`src/rtl/seg_digit_display.sv`:
```
// Frame-synchronous decimal renderer: double-dabble BCD conversion, frame-aligned
// commit and a 2-stage seven-segment pixel pipeline with blanking, overflow and blink.
module seg_digit_display #(
    parameter int NUM_DIGITS   = 4,
    parameter int VALUE_W      = 14,
    parameter int DIGIT_W      = 60,
    parameter int DIGIT_H      = 100,
    parameter int LINE_W       = 20,
    parameter int DIGIT_GAP    = 20,
    parameter int BLINK_FRAMES = 30
) (
    input  logic               clk,
    input  logic               rst_n,
    input  logic [9:0]         x,
    input  logic [9:0]         y,
    input  logic [9:0]         base_x,
    input  logic [9:0]         base_y,
    input  logic               frame_start,
    input  logic [VALUE_W-1:0] value_in,
    input  logic               value_valid,
    output logic               value_ready,
    input  logic               blank_lz,
    input  logic               blink_en,
    output logic               pixel_out
);

    localparam int PITCH  = DIGIT_W + DIGIT_GAP;
    localparam int CONV_N = (VALUE_W * 3) / 10 + 1;
    localparam int BCD_N  = (CONV_N > NUM_DIGITS) ? CONV_N : NUM_DIGITS;
    localparam int BW     = 4 * BCD_N;
    localparam int DW     = 4 * NUM_DIGITS;
    localparam int CW     = (VALUE_W > 1) ? $clog2(VALUE_W) : 1;
    localparam int KW     = (NUM_DIGITS > 1) ? $clog2(NUM_DIGITS) : 1;
    localparam int FW     = $clog2(BLINK_FRAMES + 1);
    localparam logic [31:0] OVF_LIMIT = 32'(10 ** NUM_DIGITS);

    typedef enum logic [1:0] {S_IDLE, S_CONV, S_DONE} state_t;

    function automatic logic [BW-1:0] add3(input logic [BW-1:0] b);
        logic [BW-1:0] r;
        r = b;
        for (int i = 0; i < BCD_N; i++) begin
            if (b[i*4 +: 4] >= 4'd5) r[i*4 +: 4] = b[i*4 +: 4] + 4'd3;
        end
        return r;
    endfunction

    // Segment bit order is {g,f,e,d,c,b,a}.
    function automatic logic [6:0] seg_decode(input logic [3:0] d);
        case (d)
            4'd0:    return 7'h3F;
            4'd1:    return 7'h06;
            4'd2:    return 7'h5B;
            4'd3:    return 7'h4F;
            4'd4:    return 7'h66;
            4'd5:    return 7'h6D;
            4'd6:    return 7'h7D;
            4'd7:    return 7'h07;
            4'd8:    return 7'h7F;
            4'd9:    return 7'h6F;
            default: return 7'h00;
        endcase
    endfunction

    function automatic logic [6:0] seg_hit(input logic [10:0] lx, input logic [10:0] ly);
        logic [6:0] r;
        logic       top, left, right;
        top   = ly < 11'(DIGIT_H / 2);
        left  = lx < 11'(LINE_W);
        right = lx >= 11'(DIGIT_W - LINE_W);
        r[0]  = ly < 11'(LINE_W);
        r[1]  = top && right;
        r[2]  = !top && right;
        r[3]  = ly >= 11'(DIGIT_H - LINE_W);
        r[4]  = !top && left;
        r[5]  = top && left;
        r[6]  = (ly >= 11'(DIGIT_H / 2 - LINE_W / 2)) && (ly < 11'(DIGIT_H / 2 + LINE_W / 2));
        return r;
    endfunction

    state_t              state_q, state_d;
    logic                ready_q, ready_d;
    logic [CW-1:0]       cnt_q, cnt_d;
    logic [VALUE_W-1:0]  sh_q, sh_d;
    logic [BW-1:0]       bcd_q, bcd_d, bcd_adj;
    logic                ovf_q, ovf_d;
    logic                done;

    logic [DW-1:0]       pend_bcd_q, pend_bcd_d;
    logic                pend_ovf_q, pend_ovf_d;
    logic                pend_flag_q, pend_flag_d;
    logic [DW-1:0]       disp_bcd_q, disp_bcd_d;
    logic                disp_ovf_q, disp_ovf_d;
    logic                commit;

    logic [FW-1:0]       frame_cnt_q, frame_cnt_d;
    logic                phase_q, phase_d;

    logic signed [10:0]  dx, dy;
    int                  dxi, dyi;
    logic                vld_p1_q, vld_p1_d;
    logic [KW-1:0]       k_p1_q, k_p1_d;
    logic [10:0]         lx_p1_q, lx_p1_d, ly_p1_q, ly_p1_d;
    logic [6:0]          mask_p1;
    logic                pixel_p2_q, pixel_p2_d;

    assign bcd_adj     = add3(bcd_q);
    assign value_ready = ready_q;
    assign pixel_out   = pixel_p2_q;

    always_comb begin
        state_d = state_q;
        ready_d = ready_q;
        cnt_d   = cnt_q;
        sh_d    = sh_q;
        bcd_d   = bcd_q;
        ovf_d   = ovf_q;
        done    = 1'b0;
        case (state_q)
            S_IDLE: begin
                if (value_valid && ready_q) begin
                    state_d = S_CONV;
                    ready_d = 1'b0;
                    sh_d    = value_in;
                    bcd_d   = '0;
                    cnt_d   = '0;
                    ovf_d   = ({{(32 - VALUE_W){1'b0}}, value_in} >= OVF_LIMIT);
                end
            end
            S_CONV: begin
                bcd_d = {bcd_adj[BW-2:0], sh_q[VALUE_W-1]};
                sh_d  = sh_q << 1;
                cnt_d = cnt_q + 1'b1;
                if (cnt_q == CW'(VALUE_W - 1)) state_d = S_DONE;
            end
            S_DONE: begin
                state_d = S_IDLE;
                ready_d = 1'b1;
                done    = 1'b1;
            end
            default: begin
                state_d = S_IDLE;
                ready_d = 1'b1;
            end
        endcase
    end

    // A DONE coinciding with a commit lands in pending and waits for the next frame.
    always_comb begin
        commit      = frame_start && pend_flag_q;
        pend_bcd_d  = done ? bcd_q[DW-1:0] : pend_bcd_q;
        pend_ovf_d  = done ? ovf_q : pend_ovf_q;
        pend_flag_d = done ? 1'b1 : (commit ? 1'b0 : pend_flag_q);
        disp_bcd_d  = commit ? pend_bcd_q : disp_bcd_q;
        disp_ovf_d  = commit ? pend_ovf_q : disp_ovf_q;
        frame_cnt_d = frame_cnt_q;
        phase_d     = phase_q;
        if (frame_start) begin
            if (frame_cnt_q == FW'(BLINK_FRAMES - 1)) begin
                frame_cnt_d = '0;
                phase_d     = ~phase_q;
            end else begin
                frame_cnt_d = frame_cnt_q + 1'b1;
            end
        end
    end

    // Stage 1: beam offset, column select by constant compares, local glyph coordinates
    always_comb begin
        dx       = $signed({1'b0, x}) - $signed({1'b0, base_x});
        dy       = $signed({1'b0, y}) - $signed({1'b0, base_y});
        dxi      = int'(dx);
        dyi      = int'(dy);
        vld_p1_d = 1'b0;
        k_p1_d   = '0;
        lx_p1_d  = '0;
        ly_p1_d  = dy;
        for (int j = 0; j < NUM_DIGITS; j++) begin
            if (dxi >= j * PITCH && dxi < j * PITCH + DIGIT_W) begin
                vld_p1_d = (dyi >= 0) && (dyi < DIGIT_H);
                k_p1_d   = KW'(NUM_DIGITS - 1 - j);
                lx_p1_d  = 11'(dxi - j * PITCH);
            end
        end
    end

    // Stage 2: digit mask, segment hit and blink gate
    always_comb begin
        if (disp_ovf_q)
            mask_p1 = 7'h40;
        else if (blank_lz && (k_p1_q != '0) && ((disp_bcd_q >> {k_p1_q, 2'b00}) == '0))
            mask_p1 = 7'h00;
        else
            mask_p1 = seg_decode(disp_bcd_q[k_p1_q*4 +: 4]);
        pixel_p2_d = vld_p1_q && (|(seg_hit(lx_p1_q, ly_p1_q) & mask_p1)) && !(blink_en && phase_q);
    end

    always_ff @(posedge clk or negedge rst_n) begin
        if (!rst_n) begin
            state_q     <= S_IDLE;
            ready_q     <= 1'b1;
            pend_flag_q <= 1'b0;
            disp_bcd_q  <= '0;
            disp_ovf_q  <= 1'b0;
            frame_cnt_q <= '0;
            phase_q     <= 1'b0;
            vld_p1_q    <= 1'b0;
            pixel_p2_q  <= 1'b0;
        end else begin
            state_q     <= state_d;
            ready_q     <= ready_d;
            pend_flag_q <= pend_flag_d;
            disp_bcd_q  <= disp_bcd_d;
            disp_ovf_q  <= disp_ovf_d;
            frame_cnt_q <= frame_cnt_d;
            phase_q     <= phase_d;
            vld_p1_q    <= vld_p1_d;
            pixel_p2_q  <= pixel_p2_d;
        end
    end

    always_ff @(posedge clk) begin
        cnt_q      <= cnt_d;
        sh_q       <= sh_d;
        bcd_q      <= bcd_d;
        ovf_q      <= ovf_d;
        pend_bcd_q <= pend_bcd_d;
        pend_ovf_q <= pend_ovf_d;
        k_p1_q     <= k_p1_d;
        lx_p1_q    <= lx_p1_d;
        ly_p1_q    <= ly_p1_d;
    end

endmodule

```
`config.mk`:
```
export PLATFORM = sky130hd
export DESIGN_NAME = seg_digit_display
export DESIGN_NICKNAME = d
export VERILOG_FILES = /design/src/rtl/seg_digit_display.sv
export SDC_FILE = /design/constraint.sdc
export NUM_CORES = 1
export LEC_CHECK = 0
export ABC_AREA = 1
export CAP_MARGIN = 10
export CELL_PAD_IN_SITES_DETAIL_PLACEMENT = 0
export CELL_PAD_IN_SITES_GLOBAL_PLACEMENT = 1
export CORE_MARGIN = 2
export CORE_UTILIZATION = 45
export CTS_BUF_LIST = sky130_fd_sc_hd__clkbuf_8
export CTS_CLUSTER_DIAMETER = 120
export DETAILED_ROUTE_END_ITERATION = 16
export GPL_TIMING_DRIVEN = 0
export PLACE_DENSITY_LB_ADDON = 0.1
export SLEW_MARGIN = 20
export SYNTH_ARGS = -nofsm -noshare
export SYNTH_HDL_FRONTEND = slang
export SYNTH_SLANG_ARGS = --single-unit
```
`constraint.sdc`:
```
create_clock -name clk -period 3 [get_ports clk]
set_input_delay 0.9 -clock clk [delete_from_list [all_inputs] [get_ports clk]]
set_output_delay 0.9 -clock clk [all_outputs]
set_load 0.01 [all_outputs]
```
==> impl_metrics.csv, run 1 <==
group,metric,value,unit
floorplanning,die_w,121,um
timing,max_freq,344,MHz
global_route,grt_start_max_net_pins,35,
detailed_routing,drtIter0Drc,262,
yosys,synth.net_count,845,
placement,place_congestion,0.884,
detailed_routing,wl,12800,um
worst_setup_path,crit_family,"simple AND/OR/NAND/NOR gates",
floorplanning,coreArea,0.0133,mm2
global_route,gr-total-overflow,0,
timing,min_period,2.91,ns
placement,hpwlAfterDp,9400,um
final_layout,nNetsFinal,952,
outcome,outcome,"completed",
global_route,antenna_found_initial,0,
yosys,async_reset_ff_frac,0.284,
worst_setup_path,r2r_slack,0.42,ns
floorplanning,rows,42,
yosys,synth.top_cell.area_share,0.253,
floorplanning,initial_core_util,0.463,
timing,finalMaxSlewViolations,0,
timing,hold_viol,0,
timing,skew,0.0119,ns
clock_tree,cts_buffers,9,
yosys,synth_area_leader_cell,"edfxtp_1",
floorplanning,dieArea,0.0147,mm2
yosys,synth_warnings,0,
yosys,syn_inst,735,
final_layout,n_antenna_cell,0,
detailed_routing,first_pass_iters,4,
min_path,holdCritPathClass,"reg -> reg",
worst_setup_path,endpoint_kind,"flop",
min_path,hold_start,"ovf_q$_DFFE_PP_",
floorplanning,ios,62,
worst_setup_path,crit_buf_inv,4,
final_layout,postLayoutCoreUtil,0.597,
worst_setup_path,cp_common_cell,"nand2_4",
detailed_routing,ant_nets,0,
power,p_leak,3.70,nW
worst_setup_path,crit_chain,"clkdlybuf4s15_1 > ha_4 > a21oi_4 > nand2_2 > nand2_2 > nand2_4 > xnor2_4 > inv_4 > ha_4 > inv_8 > nand2_4 > nand2_4 > nand2_4 > nor2_4 > nand2_2 > o21ai_2 > inv_1 > a21oi_1",
run,maxCapViolCount,0,
floorplanning,die_height,121,um
timing,finalSetupViolations,0,
yosys,ys_seq_area_frac,0.438,
final_layout,area_growth,29.0,%
detailed_routing,wl_per_cell,12.5,um
worst_setup_path,cp.depth,18,
min_path,worstHoldEndpoint,"pend_ovf_q$_DFFE_PP_",
yosys,synth_ff_type,"edfxtp_1",
global_route,grt_usage,0.176,
worst_setup_path,crit_path_max_fanout,8,
clock_tree,clk_pin_slew_worst_paths,0.10,ns
min_path,whs_path_depth,0,
timing,period_share,0.969,
clock_tree,insertion_delay,0.37,ns
yosys,synth_cell_type_count,47,
timing,tightest_slew,0.801,ns
yosys,synth-seq-cells,102,
worst_setup_path,path_class,"in -> reg",
worst_setup_path,crit_slowest_cell,"ha_4",
clock_tree,cts_max_level,3,
worst_setup_path,ff2ff_path_depth,12,
clock_tree,clockBufferDepth,2,
final_layout,regArea,0.00271,mm2
final_layout,multi_input_area,0.00346,mm2
worst_setup_path,critPathArrivalTime,3.20,ns
power,peakVddDrop,0.453,mV
timing,hold_ws,0.446,ns
worst_setup_path,worst_setup_path_start_kind,"input pin",
detailed_routing,vias,5061,
detailed_routing,drc,0,
power,power_density,720,mW/mm2
placement,place_area,0.00711,mm2
clock_tree,clock_sinks,102,
worst_setup_path,slowest_delay,0.30,ns
global_route,grt_first_pass_wirelength,21000,um
worst_setup_path,timing.rr.end,"pixel_out$_DFF_PN0_",
clock_tree,hold_buffers,0,
timing,slew_headroom,0.465,
placement,port_buffers,61,
yosys,synth-edff-count,52,
clock_tree,cts_tree,"yes",
yosys,synthTopCellsByArea,"edfxtp_1 (25%), dfrtp_1 (11%), ha_1 (9.7%), nand2_1 (9.7%), inv_1 (7.0%)",
clock_tree,root_buffer,"clkbuf_8",
worst_setup_path,r2r_start,"k_p1_q[0]$_SDFF_PP0_",
yosys,avgSynthCellArea,8.41,um2
yosys,synth_area,0.00618,mm2
final_layout,drive_gt1_frac,0.221,
final_layout,final_area,0.00797,mm2
timing,finalSetupTns,0,ns
global_route,first_global_vias,4728,
detailed_routing,viasPerCell,4.95,
final_layout,fillers,1257,
worst_setup_path,crit_required,3.30,ns
layout by cell type (no fill, tap or decap), types with 4 or more instances in the layout:
master / n
dfrtp_1: 28
dlymetal6s2s_1: 6
mux2_2: 13
buf_4: 30
o211ai_1: 6
xnor2_1: 4
xor2_1: 16
nand4_1: 11
a21oi_2: 6
clkdlybuf4s50_1: 46
nand2_4: 15
inv_1: 102
inv_2: 12
a21oi_1: 38
ha_1: 33
o21ai_0: 29
clkbuf_1: 7
nand2_2: 23
nor2_1: 58
edfxtp_1: 52
clkbuf_8: 10
ha_4: 9
nand2_1: 136
nand3_1: 24
nor2_2: 6
ha_2: 6
dfxtp_1: 21
nor3_1: 16
nand3_2: 13
nor2_4: 7
cells by family after synthesis:
logic type	after synthesis	share of synthesized area
buffers and inverters	126	0.0780
XOR/XNOR	22	0.0312
AND/OR/NAND/NOR	319	0.229
adder cells (fa/ha/maj)	50	0.104
flip-flops	102	0.438
AO/OA/AOI/OAI	103	0.0960
multiplexers	13	0.0237
repair_timing:
| action | 4_1_cts | 5_1_grt |
|---|---|---|
| buffers inserted | 16 | 18 |
| setup endpoints to repair | 12 | 12 |
| resized for setup | 53 | 73 |
| endpoints found under the hold margin | 0 | 0 |
| pin swaps | 27 | 47 |
| cloned | 1 | 1 |
synth_stat cells, types with 2 or more instances:
| cell | n |
|---|---|
| a21o_1 | 3 |
| a21oi_1 | 43 |
| a21oi_2 | 2 |
| clkbuf_1 | 7 |
| dfrtp_1 | 28 |
| dfxtp_1 | 21 |
| edfxtp_1 | 52 |
| fa_1 | 2 |
| ha_1 | 48 |
| inv_1 | 116 |
| mux2_2 | 13 |
| nand2_1 | 160 |
| nand2_2 | 11 |
| nand2_4 | 4 |
| nand3_1 | 34 |
| nand3_2 | 4 |
| nand4_1 | 11 |
| nor2_1 | 65 |
| nor2_2 | 5 |
| nor3_1 | 16 |
| o211ai_1 | 6 |
| o21a_1 | 3 |
| o21ai_0 | 31 |
| o21ai_1 | 3 |
| o22ai_1 | 2 |
| o31ai_1 | 2 |
| or2_2 | 3 |
| xnor2_1 | 6 |
| xor2_1 | 16 |
worst max path at each step:
stage | from | endpoint
after detailed placement | base_x[2] | lx_p1_q[9]$_DFF_P_
after CTS | base_x[6] | lx_p1_q[7]$_DFF_P_
after global placement | base_x[2] | lx_p1_q[7]$_DFF_P_
after floorplan | base_x[2] | lx_p1_q[2]$_DFF_P_
final | x[2] | lx_p1_q[7]$_DFF_P_
after global routing | x[2] | lx_p1_q[5]$_DFF_P_
cell type report:
cell class                 count  share of cell area
sequential                   102               0.340
timing repair buffer          95               0.110
buffer                         8             0.00392
inverter                     117              0.0582
clock inverter                 6             0.00863
multi-input combinational    509               0.434
clock buffer                  10              0.0173
tap                          176              0.0276
worst reg2reg max path, stage by stage, from the launching register on:
cell and delay [ns]:
dfxtp_1 0.41, buf_2 0.22, o21ai_0 0.14, a21boi_0 0.55, inv_1 0.21, ha_1 0.25, o21ai_0 0.25, nand2_1 0.08
nand3_1 0.07, o2111ai_1 0.09, nand2_1 0.10, nand2_1 0.05, a21oi_1 0.11
power by group:
group,internal (mW),switching [mW]
Clock,0.416,0.463
Combinational,0.972,1.42
Sequential,2.16,0.308
Total,3.55,2.19
per-stage QoR:
stage               power (mW)  std cells  setup WS, ns
floorplan                 4.04        735       -0.0234
global placement          4.56        972         -1.06
detailed placement        4.64        972         -1.06
CTS                       5.64       1005        0.0199
global route              6.25       1023       -0.0459
finish                    5.74       1023        0.0943
per-layer routing:
metal  track usage  share of wire
met3        0.0320          0.037
met2         0.291           0.48
met5             0              0
met4        0.0481          0.012
met1         0.239           0.48
flip-flops by register name, summed over array words and instances (netlist names):
signal,flops
ly_p1_q,10
pend_ovf_q,1
bcd_q,16
pend_bcd_q,16
value_ready,1
lx_p1_q,9
state_q,2
ovf_q,1
k_p1_q,2
pixel_out,1
disp_bcd_q,16
cnt_q,4
pend_flag_q,1
sh_q,14
phase_q,1
disp_ovf_q,1
frame_cnt_q,5
vld_p1_q,1
(Power assumes the default switching activity.)
==> run 2: changes to the inputs <==
- CAP_MARGIN: 10 -> 5
- CORE_UTILIZATION: 45 -> 44
- CTS_BUF_LIST: sky130_fd_sc_hd__clkbuf_8 -> unset
==> run 2 against run 1 <==
Combinational power hardly changed. Non-clock buffer count grew 5. Clock skew shrank 0.0037 ns. Global-route usage grew 0.53 points. Critical path type unchanged. First-iteration DRC count decreased by 18%. Core utilization down 0.56 points. Sequential share of layout area shrank 0.74 points. Wire length grew 5.3%.
==> impl_metrics.csv, run 2 (same netlist as run 1, synthesis figures left out) <==
group,metric,value,unit
worst_setup_path,slowest_delay,0.46,ns
timing,finalSetupViolations,0,
worst_setup_path,crit_family,"simple AND/OR/NAND/NOR gates",
min_path,worstHoldEndpoint,"pend_ovf_q$_DFFE_PP_",
timing,period_share,0.985,
timing,rsz0062_at_grt,"true",
global_route,grt_first_pass_wirelength,21900,um
clock_tree,cts_max_level,3,
timing,tightest_slew,0.823,ns
global_route,antenna_found_initial,0,
timing,slew_headroom,0.451,
worst_setup_path,crit_buf_inv,3,
timing,hold_viol,0,
placement,port_buffers,61,
floorplanning,ios,62,
detailed_routing,first_pass_iters,4,
floorplanning,initial_core_util,0.449,
final_layout,top_regs,"bcd_q x16, disp_bcd_q x16, pend_bcd_q x16",
worst_setup_path,worst_setup_path_start_kind,"input pin",
power,p_leak,3.73,nW
detailed_routing,vias,5102,
placement,dp.cells,976,
final_layout,area_growth,31.8,%
timing,skew,0.00824,ns
floorplanning,die_w,123,um
detailed_routing,wl,13400,um
global_route,grt_use_met1,0.227,
final_layout,final_common_cell,"nand2_1",
placement,hpwlAfterDp,9690,um
floorplanning,die_height,123,um
worst_setup_path,crit_path_max_fanout,6,
floorplanning,dieArea,0.0150,mm2
global_route,gr-total-overflow,0,
final_layout,final_area,0.00815,mm2
worst_setup_path,endpoint_kind,"flop",
clock_tree,insertion_delay,0.34,ns
min_path,holdCritPathClass,"reg -> reg",
worst_setup_path,r2r_slack,0.41,ns
worst_setup_path,path_class,"in -> reg",
timing,finalMaxSlewViolations,0,
worst_setup_path,crit_chain,"clkdlybuf4s50_1 > inv_1 > ha_4 > nand2_1 > nor2_1 > nand3_1 > nand4_1 > nand2_2 > inv_1 > nand2_1 > nand2_4 > nand2_8 > nor2_4 > nand2_1 > a21oi_2",
placement,place_area,0.00712,mm2
global_route,grt_use_met2,0.321,
clock_tree,cts_tree,"yes",
global_route,grt.busiest_layer,"met2",
clock_tree,cts_buffers,9,
global_route,grtUsageMet3,0.0344,
final_layout,nNetsFinal,957,
detailed_routing,drc,0,
final_layout,n_antenna_cell,0,
worst_setup_path,critPathArrivalTime,3.22,ns
clock_tree,clockBufferDepth,2,
clock_tree,clock_sinks,102,
worst_setup_path,crit_slowest_cell,"clkdlybuf4s50_1",
worst_setup_path,crit_required,3.27,ns
detailed_routing,ant_nets,0,
floorplanning,coreArea,0.0138,mm2
final_layout,final_cells,1032,
timing,min_period,2.95,ns
power,peakVddDrop,0.491,mV
worst_setup_path,r2r_start,"k_p1_q[0]$_SDFF_PP0_",
detailed_routing,wl_per_cell,13.0,um
worst_setup_path,timing.rr.end,"pixel_out$_DFF_PN0_",
global_route,grt_start_max_net_pins,35,
detailed_routing,viasPerCell,4.94,
min_path,hold_start,"ovf_q$_DFFE_PP_",
run,maxCapViolCount,0,
final_layout,layout_common_cells,"nand2_1 (128), inv_1 (99), nor2_1 (57)",
floorplanning,rows,43,
min_path,whs_path_depth,0,
timing,max_freq,339,MHz
placement,place_congestion,0.854,
detailed_routing,drtIter0Drc,215,
final_layout,drive_gt1_frac,0.249,
global_route,grt_usage,0.182,
global_route,first_global_vias,4968,
power,power_density,733,mW/mm2
worst_setup_path,ff2ff_path_depth,12,
outcome,outcome,"completed",
clock_tree,root_buffer,"clkbuf_16",
clock_tree,clk_pin_slew_worst_paths,0.07,ns
worst_setup_path,cp_common_cell,"nand2_1",
run 2: cell types whose count changed in the layout (fill, tap and decap cells not counted), sizes merged:
cell | before | now
clkinvlp | 0 | 2
clkbuf | 20 | 25
dlymetal6s2s | 6 | 2
bufinv | 1 | 0
clkdlybuf4s15 | 2 | 0
buf | 37 | 41
dlygate4sd2 | 2 | 6
inv | 121 | 118
run 2: area by class of cell:
cell class / count / area, um2
Inverter: 117 / 462
Tap cell: 180 / 225
Sequential cell: 102 / 2710
Multi-Input combinational cell: 509 / 3570
Clock inverter: 4 / 32.5
Clock buffer: 12 / 246
Timing Repair Buffer: 100 / 872
Buffer: 8 / 31.3
Fill cell: 1249 / 5630
run 2: where the power goes:
| group | internal, mW | total [mW] | switching [mW] |
|---|---|---|---|
| Clock | 0.590 | 1.08 | 0.486 |
| Combinational | 0.981 | 2.42 | 1.44 |
| Sequential | 2.16 | 2.47 | 0.309 |
| Total | 3.73 | 5.97 | 2.24 |
run 2: worst register-to-register path, delay by kind of cell (launching register included):
family          cells  cell delay [ns]
fa+ha+maj           1             0.25
simple gates        4             0.30
compound gates      5             1.15
buf+inv             2             0.43
flops               1             0.39
run 2: worst max path at each step:
stage	startpoint	to	cells after the start
after CTS	base_y[0]	vld_p1_q$_DFF_PN0_	17
after global routing	base_x[8]	lx_p1_q[9]$_DFF_P_	17
final	base_x[6]	lx_p1_q[9]$_DFF_P_	15
after global placement	base_x[2]	lx_p1_q[9]$_DFF_P_	20
after detailed placement	base_x[2]	lx_p1_q[9]$_DFF_P_	20
after floorplan	base_x[2]	lx_p1_q[2]$_DFF_P_	19
run 2: per-stage QoR:
| stage | power [mW] | setup slack, ns | hold slack (ns) | setup TNS, ns | utilization |
|---|---|---|---|---|---|
| 2_1_floorplan | 4.04 | -0.0234 | 0.400 | -0.0234 | - |
| 3_3_place_gp | 4.57 | -1.10 | 0.407 | -11.61 | 0.517 |
| 3_5_place_dp | 4.65 | -1.09 | 0.412 | -11.78 | 0.517 |
| 4_1_cts | 5.91 | 0.00349 | 0.435 | 0 | 0.568 |
| 5_1_grt | 6.47 | -0.0466 | 0.455 | -0.289 | 0.592 |
| 6_report | 5.97 | 0.0459 | 0.436 | 0 | 0.592 |
run 2: what timing repair did:
action | 4_1_cts | 5_1_grt
gates cloned | 1 | 1
setup endpoints to repair | 12 | 12
pin swaps | 41 | 44
setup buffers | 24 | 15
resized for setup | 84 | 63
hold buffers | 0 | 0
run 2: metal layers:
metal / wire length, um / part of all wire
met1: 6060 / 0.45
met2: 6740 / 0.50
met3: 407 / 0.030
met4: 220 / 0.016
met5: 0 / 0
